==> config.mk <==
export PLATFORM = sky130hd
export DESIGN_NAME = pipe_hazard_ctrl_flat
export DESIGN_NICKNAME = d
export VERILOG_FILES = /design/src/rtl/pipe_hazard_ctrl_if.sv /design/src/rtl/pipe_hazard_ctrl.sv /design/src/flat_wrapper.sv
export SDC_FILE = /design/constraint.sdc
export NUM_CORES = 1
export LEC_CHECK = 0
export BUFFER_PORTS_ARGS = -buffer_cell sky130_fd_sc_hd__buf_2
export CORE_MARGIN = 2
export CORE_UTILIZATION = 40
export DETAILED_ROUTE_END_ITERATION = 10
export GPL_TIMING_DRIVEN = 0
export MAX_ROUTING_LAYER = met4
export PLACE_DENSITY = 0.65
export SYNTH_ARGS = -nofsm -noshare
export SYNTH_HDL_FRONTEND = slang
export SYNTH_SLANG_ARGS = --single-unit
export TNS_END_PERCENT = 20
==> constraint.sdc <==
create_clock -name clk_i -period 2.3 [get_ports clk_i]
set_clock_uncertainty 0.1 [all_clocks]
set_input_delay 0.23 -clock clk_i [delete_from_list [all_inputs] [get_ports clk_i]]
set_output_delay 0.23 -clock clk_i [all_outputs]
set_load 0.05 [all_outputs]
==> src/rtl/pipe_hazard_ctrl_if.sv <==
// Hazard inputs, pipe-register controls and status of the hazard controller.
// master: pipeline datapath side; slave: pipe_hazard_ctrl.
interface pipe_hazard_ctrl_if #(
  parameter int CNT_W = 16
);

  logic [4:0]       ifid_rs_i;
  logic [4:0]       ifid_rt_i;
  logic             ifid_uses_rt_i;
  logic             idex_memread_i;
  logic [4:0]       idex_rt_i;
  logic             branch_taken_i;
  logic             dmem_req_i;
  logic             dmem_ready_i;

  logic             pc_write_o;
  logic             ifid_write_o;
  logic             ifid_flush_o;
  logic             idex_bubble_o;
  logic             exmem_hold_o;
  logic             exmem_bubble_o;
  logic             memwb_bubble_o;
  logic             err_o;
  logic [CNT_W-1:0] lu_cnt_o;
  logic [CNT_W-1:0] flush_cnt_o;
  logic [CNT_W-1:0] wait_cnt_o;

  modport master (
    output ifid_rs_i,
    output ifid_rt_i,
    output ifid_uses_rt_i,
    output idex_memread_i,
    output idex_rt_i,
    output branch_taken_i,
    output dmem_req_i,
    output dmem_ready_i,
    input  pc_write_o,
    input  ifid_write_o,
    input  ifid_flush_o,
    input  idex_bubble_o,
    input  exmem_hold_o,
    input  exmem_bubble_o,
    input  memwb_bubble_o,
    input  err_o,
    input  lu_cnt_o,
    input  flush_cnt_o,
    input  wait_cnt_o
  );

  modport slave (
    input  ifid_rs_i,
    input  ifid_rt_i,
    input  ifid_uses_rt_i,
    input  idex_memread_i,
    input  idex_rt_i,
    input  branch_taken_i,
    input  dmem_req_i,
    input  dmem_ready_i,
    output pc_write_o,
    output ifid_write_o,
    output ifid_flush_o,
    output idex_bubble_o,
    output exmem_hold_o,
    output exmem_bubble_o,
    output memwb_bubble_o,
    output err_o,
    output lu_cnt_o,
    output flush_cnt_o,
    output wait_cnt_o
  );

endinterface

==> src/rtl/pipe_hazard_ctrl.sv <==
// 5-stage pipeline hazard controller: load-use stall, branch flush, dmem freeze.
// Ports: clk_i, rst_i (sync, active-high), hz (slave side of pipe_hazard_ctrl_if).
module pipe_hazard_ctrl #(
  parameter int LU_BUBBLES  = 1,
  parameter int MEM_TIMEOUT = 255,
  parameter int CNT_W       = 16
) (
  input  logic            clk_i,
  input  logic            rst_i,
  pipe_hazard_ctrl_if.slave hz
);

  localparam int WW =
    (MEM_TIMEOUT < 2) ? 1 : $clog2(MEM_TIMEOUT + 1);
  localparam logic [WW-1:0] TO_LAST =
    WW'(MEM_TIMEOUT - 1);
  localparam logic [CNT_W-1:0] CMAX = '1;

  typedef enum logic [1:0] {
    RUN,
    LU_STALL,
    MEM_WAIT,
    ERROR
  } state_t;

  state_t        state;
  state_t        state_n;
  logic [WW-1:0] wcnt;
  logic [WW-1:0] wcnt_n;

  logic hz_mem;
  logic hz_lu;
  logic run_eval;
  logic frz;
  logic fls;
  logic lus;

  logic [CNT_W-1:0] lu_cnt;
  logic [CNT_W-1:0] fl_cnt;
  logic [CNT_W-1:0] wt_cnt;

  assign hz_mem = hz.dmem_req_i & ~hz.dmem_ready_i;

  assign hz_lu = hz.idex_memread_i
               & (hz.idex_rt_i != 5'd0)
               & ((hz.idex_rt_i == hz.ifid_rs_i)
               | (hz.ifid_uses_rt_i
               & (hz.idex_rt_i == hz.ifid_rt_i)));

  // The ready cycle of a memory wait is judged
  // exactly like a RUN cycle.
  assign run_eval = (state == RUN)
                  | ((state == MEM_WAIT)
                  & hz.dmem_ready_i);

  always_comb begin
    state_n = state;
    wcnt_n  = wcnt;
    frz     = 1'b0;
    fls     = 1'b0;
    lus     = 1'b0;

    unique case (state)
      RUN: begin
      end
      LU_STALL: begin
        if (hz_mem) begin
          frz     = 1'b1;
          wcnt_n  = WW'(1);
          state_n = MEM_WAIT;
        end else if (hz.branch_taken_i) begin
          fls     = 1'b1;
          state_n = RUN;
        end else begin
          lus     = 1'b1;
          state_n = RUN;
        end
      end
      MEM_WAIT: begin
        if (!hz.dmem_ready_i) begin
          frz    = 1'b1;
          wcnt_n = wcnt + 1'b1;
          if (wcnt >= TO_LAST) begin
            state_n = ERROR;
          end
        end
      end
      ERROR: begin
        frz = 1'b1;
      end
    endcase

    if (run_eval) begin
      if (hz_mem) begin
        frz     = 1'b1;
        wcnt_n  = WW'(1);
        state_n = MEM_WAIT;
      end else if (hz.branch_taken_i) begin
        fls     = 1'b1;
        state_n = RUN;
      end else if (hz_lu) begin
        lus     = 1'b1;
        state_n = (LU_BUBBLES == 2) ? LU_STALL : RUN;
      end else begin
        state_n = RUN;
      end
    end

    // Outputs fall back to the default pattern in reset.
    if (rst_i) begin
      frz = 1'b0;
      fls = 1'b0;
      lus = 1'b0;
    end
  end

  always_ff @(posedge clk_i) begin
    if (rst_i) begin
      state  <= RUN;
      wcnt   <= '0;
      lu_cnt <= '0;
      fl_cnt <= '0;
      wt_cnt <= '0;
    end else begin
      state <= state_n;
      wcnt  <= wcnt_n;
      if (lus && lu_cnt != CMAX) begin
        lu_cnt <= lu_cnt + 1'b1;
      end
      if (fls && fl_cnt != CMAX) begin
        fl_cnt <= fl_cnt + 1'b1;
      end
      if (frz && wt_cnt != CMAX) begin
        wt_cnt <= wt_cnt + 1'b1;
      end
    end
  end

  assign hz.pc_write_o     = ~frz & ~lus;
  assign hz.ifid_write_o   = ~frz & ~lus & ~fls;
  assign hz.ifid_flush_o   = fls;
  assign hz.idex_bubble_o  = fls | lus;
  assign hz.exmem_hold_o   = frz;
  assign hz.exmem_bubble_o = fls;
  assign hz.memwb_bubble_o = frz;

  assign hz.err_o       = (state == ERROR);
  assign hz.lu_cnt_o    = lu_cnt;
  assign hz.flush_cnt_o = fl_cnt;
  assign hz.wait_cnt_o  = wt_cnt;

endmodule

==> src/flat_wrapper.sv <==
// flat-port wrapper written by rule: the top's interface ports become plain ports
module pipe_hazard_ctrl_flat 
#(
  parameter int LU_BUBBLES  = 1,
  parameter int MEM_TIMEOUT = 255,
  parameter int CNT_W       = 16
)
  (clk_i, rst_i, hz_ifid_rs_i, hz_ifid_rt_i, hz_ifid_uses_rt_i, hz_idex_memread_i, hz_idex_rt_i, hz_branch_taken_i, hz_dmem_req_i, hz_dmem_ready_i, hz_pc_write_o, hz_ifid_write_o, hz_ifid_flush_o, hz_idex_bubble_o, hz_exmem_hold_o, hz_exmem_bubble_o, hz_memwb_bubble_o, hz_err_o, hz_lu_cnt_o, hz_flush_cnt_o, hz_wait_cnt_o);
  pipe_hazard_ctrl_if #(.CNT_W(CNT_W)) hz_i ();
  input  logic clk_i;
  input  logic rst_i;
  input wire logic [$bits(hz_i.ifid_rs_i)-1:0] hz_ifid_rs_i;
  input wire logic [$bits(hz_i.ifid_rt_i)-1:0] hz_ifid_rt_i;
  input wire logic [$bits(hz_i.ifid_uses_rt_i)-1:0] hz_ifid_uses_rt_i;
  input wire logic [$bits(hz_i.idex_memread_i)-1:0] hz_idex_memread_i;
  input wire logic [$bits(hz_i.idex_rt_i)-1:0] hz_idex_rt_i;
  input wire logic [$bits(hz_i.branch_taken_i)-1:0] hz_branch_taken_i;
  input wire logic [$bits(hz_i.dmem_req_i)-1:0] hz_dmem_req_i;
  input wire logic [$bits(hz_i.dmem_ready_i)-1:0] hz_dmem_ready_i;
  output wire logic [$bits(hz_i.pc_write_o)-1:0] hz_pc_write_o;
  output wire logic [$bits(hz_i.ifid_write_o)-1:0] hz_ifid_write_o;
  output wire logic [$bits(hz_i.ifid_flush_o)-1:0] hz_ifid_flush_o;
  output wire logic [$bits(hz_i.idex_bubble_o)-1:0] hz_idex_bubble_o;
  output wire logic [$bits(hz_i.exmem_hold_o)-1:0] hz_exmem_hold_o;
  output wire logic [$bits(hz_i.exmem_bubble_o)-1:0] hz_exmem_bubble_o;
  output wire logic [$bits(hz_i.memwb_bubble_o)-1:0] hz_memwb_bubble_o;
  output wire logic [$bits(hz_i.err_o)-1:0] hz_err_o;
  output wire logic [$bits(hz_i.lu_cnt_o)-1:0] hz_lu_cnt_o;
  output wire logic [$bits(hz_i.flush_cnt_o)-1:0] hz_flush_cnt_o;
  output wire logic [$bits(hz_i.wait_cnt_o)-1:0] hz_wait_cnt_o;
  assign hz_i.ifid_rs_i = hz_ifid_rs_i;
  assign hz_i.ifid_rt_i = hz_ifid_rt_i;
  assign hz_i.ifid_uses_rt_i = hz_ifid_uses_rt_i;
  assign hz_i.idex_memread_i = hz_idex_memread_i;
  assign hz_i.idex_rt_i = hz_idex_rt_i;
  assign hz_i.branch_taken_i = hz_branch_taken_i;
  assign hz_i.dmem_req_i = hz_dmem_req_i;
  assign hz_i.dmem_ready_i = hz_dmem_ready_i;
  assign hz_pc_write_o = hz_i.pc_write_o;
  assign hz_ifid_write_o = hz_i.ifid_write_o;
  assign hz_ifid_flush_o = hz_i.ifid_flush_o;
  assign hz_idex_bubble_o = hz_i.idex_bubble_o;
  assign hz_exmem_hold_o = hz_i.exmem_hold_o;
  assign hz_exmem_bubble_o = hz_i.exmem_bubble_o;
  assign hz_memwb_bubble_o = hz_i.memwb_bubble_o;
  assign hz_err_o = hz_i.err_o;
  assign hz_lu_cnt_o = hz_i.lu_cnt_o;
  assign hz_flush_cnt_o = hz_i.flush_cnt_o;
  assign hz_wait_cnt_o = hz_i.wait_cnt_o;
  pipe_hazard_ctrl #(.LU_BUBBLES(LU_BUBBLES), .MEM_TIMEOUT(MEM_TIMEOUT), .CNT_W(CNT_W)) u_core (.clk_i(clk_i), .rst_i(rst_i), .hz(hz_i));
endmodule
==> out/metrics.csv, run 1 <==
metric,value,unit
outcome,"finished, final reports clean",
cts_hold_buffers,0,
finish.instance_area,4090,um^2
dpl-instance-area,3690,um^2
reg2reg_depth,7,
p_per_area,525,nW/um^2
grt_pass1_wl,12800,um
die-area,8590,um^2
antennaDiodeCount,0,
syn_avg_cell_area,8.15,um^2
h-tree-depth,3,
vias_per_cell,5.16,
setup_tns,0,ns
power_leakage,1.65,nW
regToRegSetupSlack,0.02,ns
ios,78,
vias,3001,
drv_cap,0,
antenna_found_initial,0,
yosys_warnings,0,
synth-seq-cells,58,
coreArea,7690,um^2
ys_top_cells_by_area,"dfxtp_1, xnor2_1, nor2_1",
hpwl,5560,um
ir_drop,267,uV
drive_gt1_share,29.8,%
initial_core_util,40.9,%
crit_fanout,7,
max_freq,0.438,GHz
cts_tree,yes,
hold_viol,0,
yosysSeqAreaShare,36.9,%
synth_enable_flop_cells,0,
synth-async-reset-ratio,0,%
hp-class,input pin to register,
fp.dieH,92.7,um
min_period,2.28,ns
dr.first_iter.drc_count,74,
numPortBuffers,76,
groute.usage.overall,18.9,%
netlist-cell-type-count,48,
yosysTopAreaCellShare,36.9,%
setup.worst_path.start,u_core.state[1],
drtAntennaViolNets,0,
first_global_vias,2853,
clk_transition_reported_paths,0.06,ns
cts_root_buffer,clkbuf_8,
numCtsBuffers,9,
totalWireLength,7710,um
syn_inst,386,
rsz0062_at_grt,true,
fin_crit_sh,99.3,%
cp-start-kind,register,
gp_congestion,0.830,
slew_headroom,63.4,%
fin_nets,508,
worst_ep_required_time,2.47,ns
fill_cells,731,
grt_remaining_overflow,0,
slew_violations,0,
syn_nets,417,
crit_path_end_kind,register,
critPathArrivalTime,2.45,ns
setup_viol,0,
synth_area,3150,um^2
crit_path_end,u_core.hz.flush_cnt_o[8],
r2r_end,u_core.hz.flush_cnt_o[8],
worstMarginPinSlew,0.549,ns
whs,0.316,ns
synth_most_common_cell,nor2_1,
power,2.15,mW
wl_per_cell,13.3,um
clkLatencyLatePin,0.34,ns
rows,32,
synth_common_cells,"nor2_1, dfxtp_1, nand2_1",
fin_util,53.3,%
die_width,92.7,um
clockBufferDepth,2,
cts.sinks,58,
syn2layout_area_growth,30.2,%
first_pass_iters,4,
grt_max_degree,11,
crit_type,register to register,
r2r_start,u_core.state[1],
synth_top_area_cell,dfxtp_1,
synth_flop_cell,dfxtp_1,
route.detailed.drc,0,
## layer usage
metal / track usage [%] / up-vias / part of all wire (%)
li1: - / 1532 / -
met1: 23.1 / 1411 / 48
met2: 31.1 / 54 / 47
met3: 4.23 / 4 / 4.2
met4: 6.25 / 0 / 0.52
met5: - / - / 0
## cell families (layout without fill, tap and decap cells)
logic type      Yosys count  in the layout  synth area share (%)
xor+xnor                 39             39                  10.9
simple gates            196            196                  31.2
fa+ha+maj                 9              9                  3.58
compound gates           45             45                  9.75
flops                    58             58                  36.9
buf+inv                  26            120                  3.38
mux                      13             13                  4.30
## worst max-delay path, cell delays in order (launching register included)
cell,delay (ns)
dfxtp_4,0.36
inv_4,0.07
ha_4,0.17
a211oi_1,0.06
or4b_4,0.57
or3_4,0.41
or3_1,0.34
a21oi_2,0.14
## final cells by class
type	count	area (um^2)	area share, %
Clock buffer	11	151	3.70
Clock inverter	3	40.0	0.978
Timing Repair Buffer	81	453	11.1
Tap cell	102	128	3.12
Buffer	13	60.1	1.47
Multi-Input combinational cell	302	2030	49.6
Sequential cell	58	1180	28.8
Inverter	12	52.6	1.28
## flip-flops by register name, indices dropped and copies added, names as in the netlist
register and count:
u_core.state 2, u_core.hz.lu_cnt_o 16, u_core.wcnt 8, u_core.hz.flush_cnt_o 16, u_core.hz.wait_cnt_o 16
## layout by cell type, fill, tap and decap left out, types with 3 or more instances in the layout
master and count:
a21o_1 7, a21oi_1 7, a21oi_2 3, a22oi_1 4, and2_1 4, and3_1 5
and4_1 4, buf_2 71, buf_4 7, buf_6 4, clkbuf_1 9, clkbuf_8 11
dfxtp_1 47, dfxtp_2 9, ha_1 5, ha_4 3, inv_1 8, inv_4 3
mux2_2 4, mux2i_1 9, nand2_1 38, nand3_1 24, nand4_1 12, nor2_1 58
nor2b_1 7, nor3_1 11, nor4_1 5, nor4b_1 6, o21ai_0 7, or3_1 3
xnor2_1 29, xor2_1 10
## power breakdown
group	internal, mW	switching (mW)	total [mW]
Clock	0.543	0.386	0.930
Combinational	0.0760	0.128	0.204
Sequential	1.01	0.00851	1.02
## stage by stage
step	worst slack [ns]	cells
finish	0.0170	582
CTS	-0.0292	582
floorplan	-0.0630	386
detailed placement	-0.279	564
global route	-0.0461	582
global placement	-0.244	564
## worst min-delay path by stage
| stage | startpoint | slack, ns | cells past startpoint | end |
|---|---|---|---|---|
| floorplan | u_core.wcnt[5] | 0.37 | 2 | u_core.wcnt[5] |
| global placement | u_core.hz.wait_cnt_o[2] | 0.35 | 1 | u_core.hz.wait_cnt_o[2] |
| detailed placement | u_core.hz.wait_cnt_o[2] | 0.36 | 1 | u_core.hz.wait_cnt_o[2] |
| CTS | rst_i | 0.30 | 3 | u_core.hz.lu_cnt_o[14] |
| global route | rst_i | 0.35 | 3 | u_core.hz.lu_cnt_o[14] |
| finish | rst_i | 0.32 | 3 | u_core.hz.lu_cnt_o[10] |
## timing repair
item                       CTS  global route
gates resized for setup     28            19
buffers inserted             5             0
hold endpoints to repair     0             0
setup endpoints to repair   45            35
pin swaps                    7             1
gates cloned                 0             0
Power figures use the tool's default switching activity.
==> inputs of run 2 (changes only) <==
- CORE_UTILIZATION: 40 -> 48
- PLACE_DENSITY: 0.65 -> 0.76
==> run 2 against run 1 <==
Against the previous run: total power decreased by 0.66%; setup slack improved by 0.0037 ns; via count increased by 1.6%; sequential share of layout area increased by 0.11 points; sequential power about the same; flip-flop and latch count unchanged; critical path depth increased by 1; combinational power about the same; largest power group unchanged; highest routed layer unchanged.
==> out/metrics.csv, run 2 (synthesis gave the netlist of run 1 again) <==
metric,value,unit,change
drtAntennaViolNets,0,,unchanged
vias_per_cell,5.45,,was 5.16
final_common_cell,buf_2,,unchanged
antennaDiodeCount,0,,unchanged
slew_headroom,62.7,%,was 63.4%
crit_type,register to output port,,was register to register
p_per_area,524,nW/um^2,was 525 nW/um^2
setup_viol,0,,unchanged
syn2layout_area_growth,29.7,%,was 30.2%
grt_remaining_overflow,0,,unchanged
max_freq,0.439,GHz,was 0.438 GHz
whs,0.294,ns,was 0.316 ns
coreArea,6350,um^2,was 7690 um^2
h-tree-depth,3,,unchanged
worstMarginPinSlew,0.560,ns,was 0.549 ns
holdPathStages,3,,unchanged
numPortBuffers,76,,unchanged
setup_tns,0,ns,unchanged
rsz0062_at_grt,true,,unchanged
reg2reg_depth,7,,unchanged
cts_root_buffer,clkbuf_8,,unchanged
totalWireLength,7760,um,was 7710 um
ir_drop,358,uV,was 267 uV
dr.first_iter.drc_count,129,,was 74
outcome,"finished, final reports clean",,unchanged
die-area,7220,um^2,was 8590 um^2
first_pass_iters,4,,unchanged
critPathArrivalTime,1.95,ns,was 2.45 ns
clockBufferDepth,2,,unchanged
cts_hold_buffers,0,,unchanged
min-delay-start,rst_i,,unchanged
crit_fanout,7,,unchanged
groute.usage.overall,21.9,%,was 18.9%
hp-class,input pin to register,,unchanged
rows,29,,was 32
fin_util,64.2,%,was 53.3%
grt_pass1_wl,12700,um,was 12800 um
grt_max_degree,11,,unchanged
drv_cap,0,,unchanged
power_leakage,1.65,nW,about the same
fin_crit_sh,99.1,%,was 99.3%
cp-start-kind,register,,unchanged
max_stage_delay,0.39,ns,was 0.57 ns
fp.dieH,85.0,um,was 92.7 um
cpMaxStageDelayCell,dfxtp_4,,was or4b_4
crit_path_end_kind,output port,,was register
cts_tree,yes,,unchanged
initial_core_util,49.5,%,was 40.9%
whs_endpoint,u_core.hz.lu_cnt_o[10],,unchanged
fin_nets,509,,was 508
hpwl,5370,um,was 5560 um
min_period,2.28,ns,about the same
worst_ep_required_time,1.97,ns,was 2.47 ns
clkLatencyLatePin,0.33,ns,was 0.34 ns
ios,78,,unchanged
slew_violations,0,,unchanged
r2r_end,u_core.hz.flush_cnt_o[12],,was u_core.hz.flush_cnt_o[8]
crit_path_frequent_cell,buf_4,,
hold_viol,0,,unchanged
wl_per_cell,13.9,um,was 13.3 um
numCtsBuffers,9,,unchanged
gp_congestion,0.886,,was 0.830
antenna_found_initial,0,,unchanged
clk_transition_reported_paths,0.06,ns,about the same
vias,3049,,was 3001
drive_gt1_share,30.1,%,was 29.8%
final_cell_mix,"buf_2, nor2_1, dfxtp_1",,unchanged
r2r_start,u_core.state[0],,was u_core.state[1]
regToRegSetupSlack,0.03,ns,was 0.02 ns
crit_chain,inv_4 -> ha_4 -> o21ai_1 -> a21oi_2 -> o21ai_2 -> inv_2 -> buf_4 -> buf_4,,was inv_4 -> ha_4 -> a211oi_1 -> or4b_4 -> or3_4 -> or3_1 -> a21oi_2
fill_cells,544,,was 731
die_width,85.0,um,was 92.7 um
first_global_vias,2784,,was 2853
route.detailed.drc,0,,unchanged
cts.sinks,58,,unchanged
==> run 2: worst max-delay path by stage <==
stage / from / endpoint / slack [ns]
5_1_grt: u_core.state[0] / u_core.hz.flush_cnt_o[4] / -0.06
6_report: u_core.state[0] / hz_memwb_bubble_o / 0.02
3_3_place_gp: u_core.state[0] / u_core.hz.lu_cnt_o[10] / -0.21
2_1_floorplan: u_core.hz.lu_cnt_o[8] / u_core.hz.lu_cnt_o[10] / -0.06
4_1_cts: u_core.state[1] / u_core.hz.flush_cnt_o[3] / -0.06
3_5_place_dp: u_core.state[0] / u_core.hz.lu_cnt_o[12] / -0.22
==> run 2: power breakdown <==
group          switching (mW)  internal, mW
combinational           0.129        0.0778
clock                   0.391         0.521
sequential            0.00840          1.01
==> run 2: cell type report <==
| type | instances | area, um^2 | area share [%] |
|---|---|---|---|
| Sequential cell | 58 | 1180 | 28.9 |
| Inverter | 12 | 52.6 | 1.29 |
| Buffer | 13 | 60.1 | 1.47 |
| Tap cell | 77 | 96.3 | 2.36 |
| Clock inverter | 3 | 40.0 | 0.982 |
| Multi-Input combinational cell | 302 | 2050 | 50.2 |
| Timing Repair Buffer | 82 | 459 | 11.3 |
| Clock buffer | 12 | 145 | 3.56 |
==> run 2: critical path, delay by kind of cell (launching register included) <==
family	cells	cell delay [ns]
compound gates	3	0.57
fa+ha+maj	1	0.18
flops	1	0.39
buf+inv	4	0.48
==> run 2: metrics by stage <==
step                cell area [um^2]  std cells  setup slack (ns)  total power [mW]
floorplan                       3180        386           -0.0630              1.17
global placement                3660        539            -0.215              1.22
detailed placement              3660        539            -0.223              1.22
CTS                             3980        557           -0.0640              2.14
global route                    4080        559           -0.0559              2.23
finish                          4080        559            0.0207              2.14
==> run 2: routing by layer <==
layer  vias to the layer above  global-route usage (%)  share of wire, %
li1                       1535                       -                 -
met1                      1417                    28.1                45
met2                        89                    34.5                48
met3                         8                    5.16               5.5
met4                         0                    6.20              0.93
met5                         -                       -                 0
==> run 2: timing repair <==
item | 4_1_cts | 5_1_grt
setup endpoints to repair | 47 | 38
endpoints found under the hold margin | 0 | 0
setup buffers | 4 | 2
pin swaps | 6 | 0
gates resized for setup | 29 | 21
==> inputs of run 3 (changes only) <==
- clock period: 2.3 -> 1.95 ns (I/O delays scaled with it)
==> run 3 against run 2 <==
Against the previous run: the run now ends with negative setup slack left; final area grew 8.6%; clock power grew 27%; utilization grew 5.5 points; first-iteration DRC count grew 20%; hold slack lost 0.017 ns; setup slack lost 0.39 ns; clock-buffer cell count is the same; critical path type is now register to register; critical endpoint is now u_core.hz.flush_cnt_o[1]; highest routed layer unchanged.
==> out/metrics.csv, run 3 (synthesis gave the netlist of run 1 again) <==
metric,value,unit,change
cts_root_buffer,clkbuf_8,,unchanged
hold_viol,0,,unchanged
max_stage_delay,0.58,ns,was 0.39 ns
path_depth,9,,was 8
initial_core_util,49.5,%,unchanged
pre_cts_ws,-0.538,ns,was -0.223 ns
clk_transition_reported_paths,0.07,ns,was 0.06 ns
crit_path_end_kind,register,,was output port
final-seq-area,1210,um^2,was 1180 um^2
die-area,7220,um^2,unchanged
setup.worst_path.start,u_core.state[0],,unchanged
worstMarginPinSlew,0.568,ns,was 0.560 ns
top_layer,met4,,unchanged
power,2.64,mW,was 2.14 mW
antennaDiodeCount,0,,unchanged
grt_remaining_overflow,0,,unchanged
slew_violations,0,,unchanged
rows,29,,unchanged
multiInputGateArea,2200,um^2,was 2050 um^2
wl_met2,4350,um,was 3750 um
slew_headroom,62.1,%,was 62.7%
ir_drop,468,uV,was 358 uV
max_freq,0.432,GHz,
hpwl,5630,um,was 5370 um
groute.usage.overall,24.1,%,was 21.9%
vias,3171,,was 3049
ios,78,,unchanged
critPathArrivalTime,2.42,ns,was 1.95 ns
final_common_cell,buf_2,,unchanged
vias_per_cell,5.54,,was 5.45
first_pass_iters,4,,unchanged
antenna_found_initial,0,,unchanged
crit_path_end,u_core.hz.flush_cnt_o[1],,was hz_memwb_bubble_o
cpMaxStageDelayCell,or4b_4,,was dfxtp_4
fin_nets,521,,was 509
r2r_end,u_core.hz.flush_cnt_o[1],,was u_core.hz.flush_cnt_o[12]
fin_crit_sh,119,%,
min_period,2.32,ns,
grt_max_degree,11,,unchanged
fin_ws,-0.366,ns,was 0.0207 ns
crit_chain,inv_4 -> ha_4 -> a211oi_4 -> or4b_4 -> buf_4 -> a41oi_4 -> buf_4 -> mux2i_1 -> nor2_1,,was inv_4 -> ha_4 -> o21ai_1 -> a21oi_2 -> o21ai_2 -> inv_2 -> buf_4 -> buf_4
cts.sinks,58,,unchanged
worst_ep_required_time,2.05,ns,was 1.97 ns
clkLatencyLatePin,0.34,ns,was 0.33 ns
first_global_vias,3040,,was 2784
totalWireLength,8650,um,was 7760 um
die_width,85.0,um,unchanged
crit_buf_inv,3,,was 4
wl_met1,3700,um,was 3510 um
gp_congestion,0.846,,was 0.886
crit_path_frequent_cell,buf_4,,unchanged
syn2layout_area_growth,40.8,%,was 29.7%
outcome,"finished, violations left",,"was finished, final reports clean"
grt_pass1_wl,13900,um,was 12700 um
fill_cells,496,,was 544
clockBufferDepth,2,,unchanged
coreArea,6350,um^2,unchanged
setup_viol,47,,was 0
cp_top_family,simple AND/OR/NAND/NOR gates,,was compound AO/OA/AOI/OAI gates
wl_per_cell,15.1,um,was 13.9 um
hp-class,input pin to register,,unchanged
drv_cap,0,,unchanged
dr.first_iter.drc_count,155,,was 129
final_cell_mix,"buf_2, nor2_1, nand2_1",,"was buf_2, nor2_1, dfxtp_1"
h-tree-depth,3,,unchanged
reg2reg_depth,9,,was 7
crit_fanout,6,,was 7
cts_tree,yes,,unchanged
fp.dieH,85.0,um,unchanged
regToRegSetupSlack,-0.37,ns,was 0.03 ns
route.detailed.drc,0,,unchanged
numPortBuffers,76,,unchanged
route.met3.wl,378,um,was 430 um
violations,negative setup slack,,
power_leakage,1.76,nW,was 1.65 nW
p_per_area,595,nW/um^2,was 524 nW/um^2
drive_gt1_share,38.4,%,was 30.1%
r2r_start,u_core.state[0],,unchanged
crit_type,register to register,,was register to output port
numCtsBuffers,9,,unchanged
cp-start-kind,register,,unchanged
drtAntennaViolNets,0,,unchanged
rsz0062_at_grt,true,,unchanged
## run 3: layout make-up
class / instances / area share [%]
clock inverters: 4 / 1.10
clock buffers: 12 / 3.50
well taps: 77 / 2.18
flip-flops and latches: 58 / 27.4
repair buffers: 94 / 13.4
multi-input cells: 302 / 49.6
plain buffers: 13 / 1.64
inverters: 12 / 1.21
## run 3: routing by layer
layer,up-vias,GRT usage [%]
met4,0,11.3
met1,1503,28.5
li1,1562,-
met2,87,39.3
met3,19,4.67
met5,-,-
## run 3: worst min path at each step
| stage | slack [ns] | depth (start not counted) | endpoint | from |
|---|---|---|---|---|
| final | 0.28 | 3 | u_core.hz.lu_cnt_o[14] | rst_i |
| after global routing | 0.31 | 3 | u_core.hz.lu_cnt_o[14] | rst_i |
| after CTS | 0.25 | 3 | u_core.hz.lu_cnt_o[12] | rst_i |
| after detailed placement | 0.35 | 1 | u_core.hz.lu_cnt_o[4] | u_core.hz.lu_cnt_o[4] |
| after global placement | 0.35 | 1 | u_core.hz.lu_cnt_o[4] | u_core.hz.lu_cnt_o[4] |
| after floorplan | 0.37 | 2 | u_core.wcnt[5] | u_core.wcnt[5] |
## run 3: timing repair
action / 4_1_cts / 5_1_grt
resized for setup: 52 / 20
endpoints found under the setup margin: 53 / 56
pin swaps: 13 / 5
hold buffers: 0 / 0
setup buffers: 14 / 5
## run 3: worst register-to-register path, stage by stage, from the launching register on
cell and delay, ns:
dfxtp_4 0.37, inv_4 0.07, ha_4 0.17, a211oi_4 0.04, or4b_4 0.58, buf_4 0.17, a41oi_4 0.26, buf_4 0.17
mux2i_1 0.19, nor2_1 0.06
## run 3: report_power, final
part	leakage, nW	switching (mW)	internal (mW)
clock	0.103	0.498	0.659
sequential	0.483	0.0111	1.18
combinational	1.17	0.170	0.116
## run 3: stage by stage
stage / hold slack, ns / setup TNS, ns / area [um^2] / utilization, % / cells
after floorplan: 0.375 / -6.04 / 3290 / - / 386
after global placement: 0.347 / -12.47 / 3760 / 59.3 / 539
after detailed placement: 0.347 / -13.93 / 3760 / 59.3 / 539
after CTS: 0.251 / -7.67 / 4310 / 67.8 / 568
after global routing: 0.306 / -13.62 / 4430 / 69.8 / 572
final: 0.277 / -9.55 / 4430 / 69.8 / 572
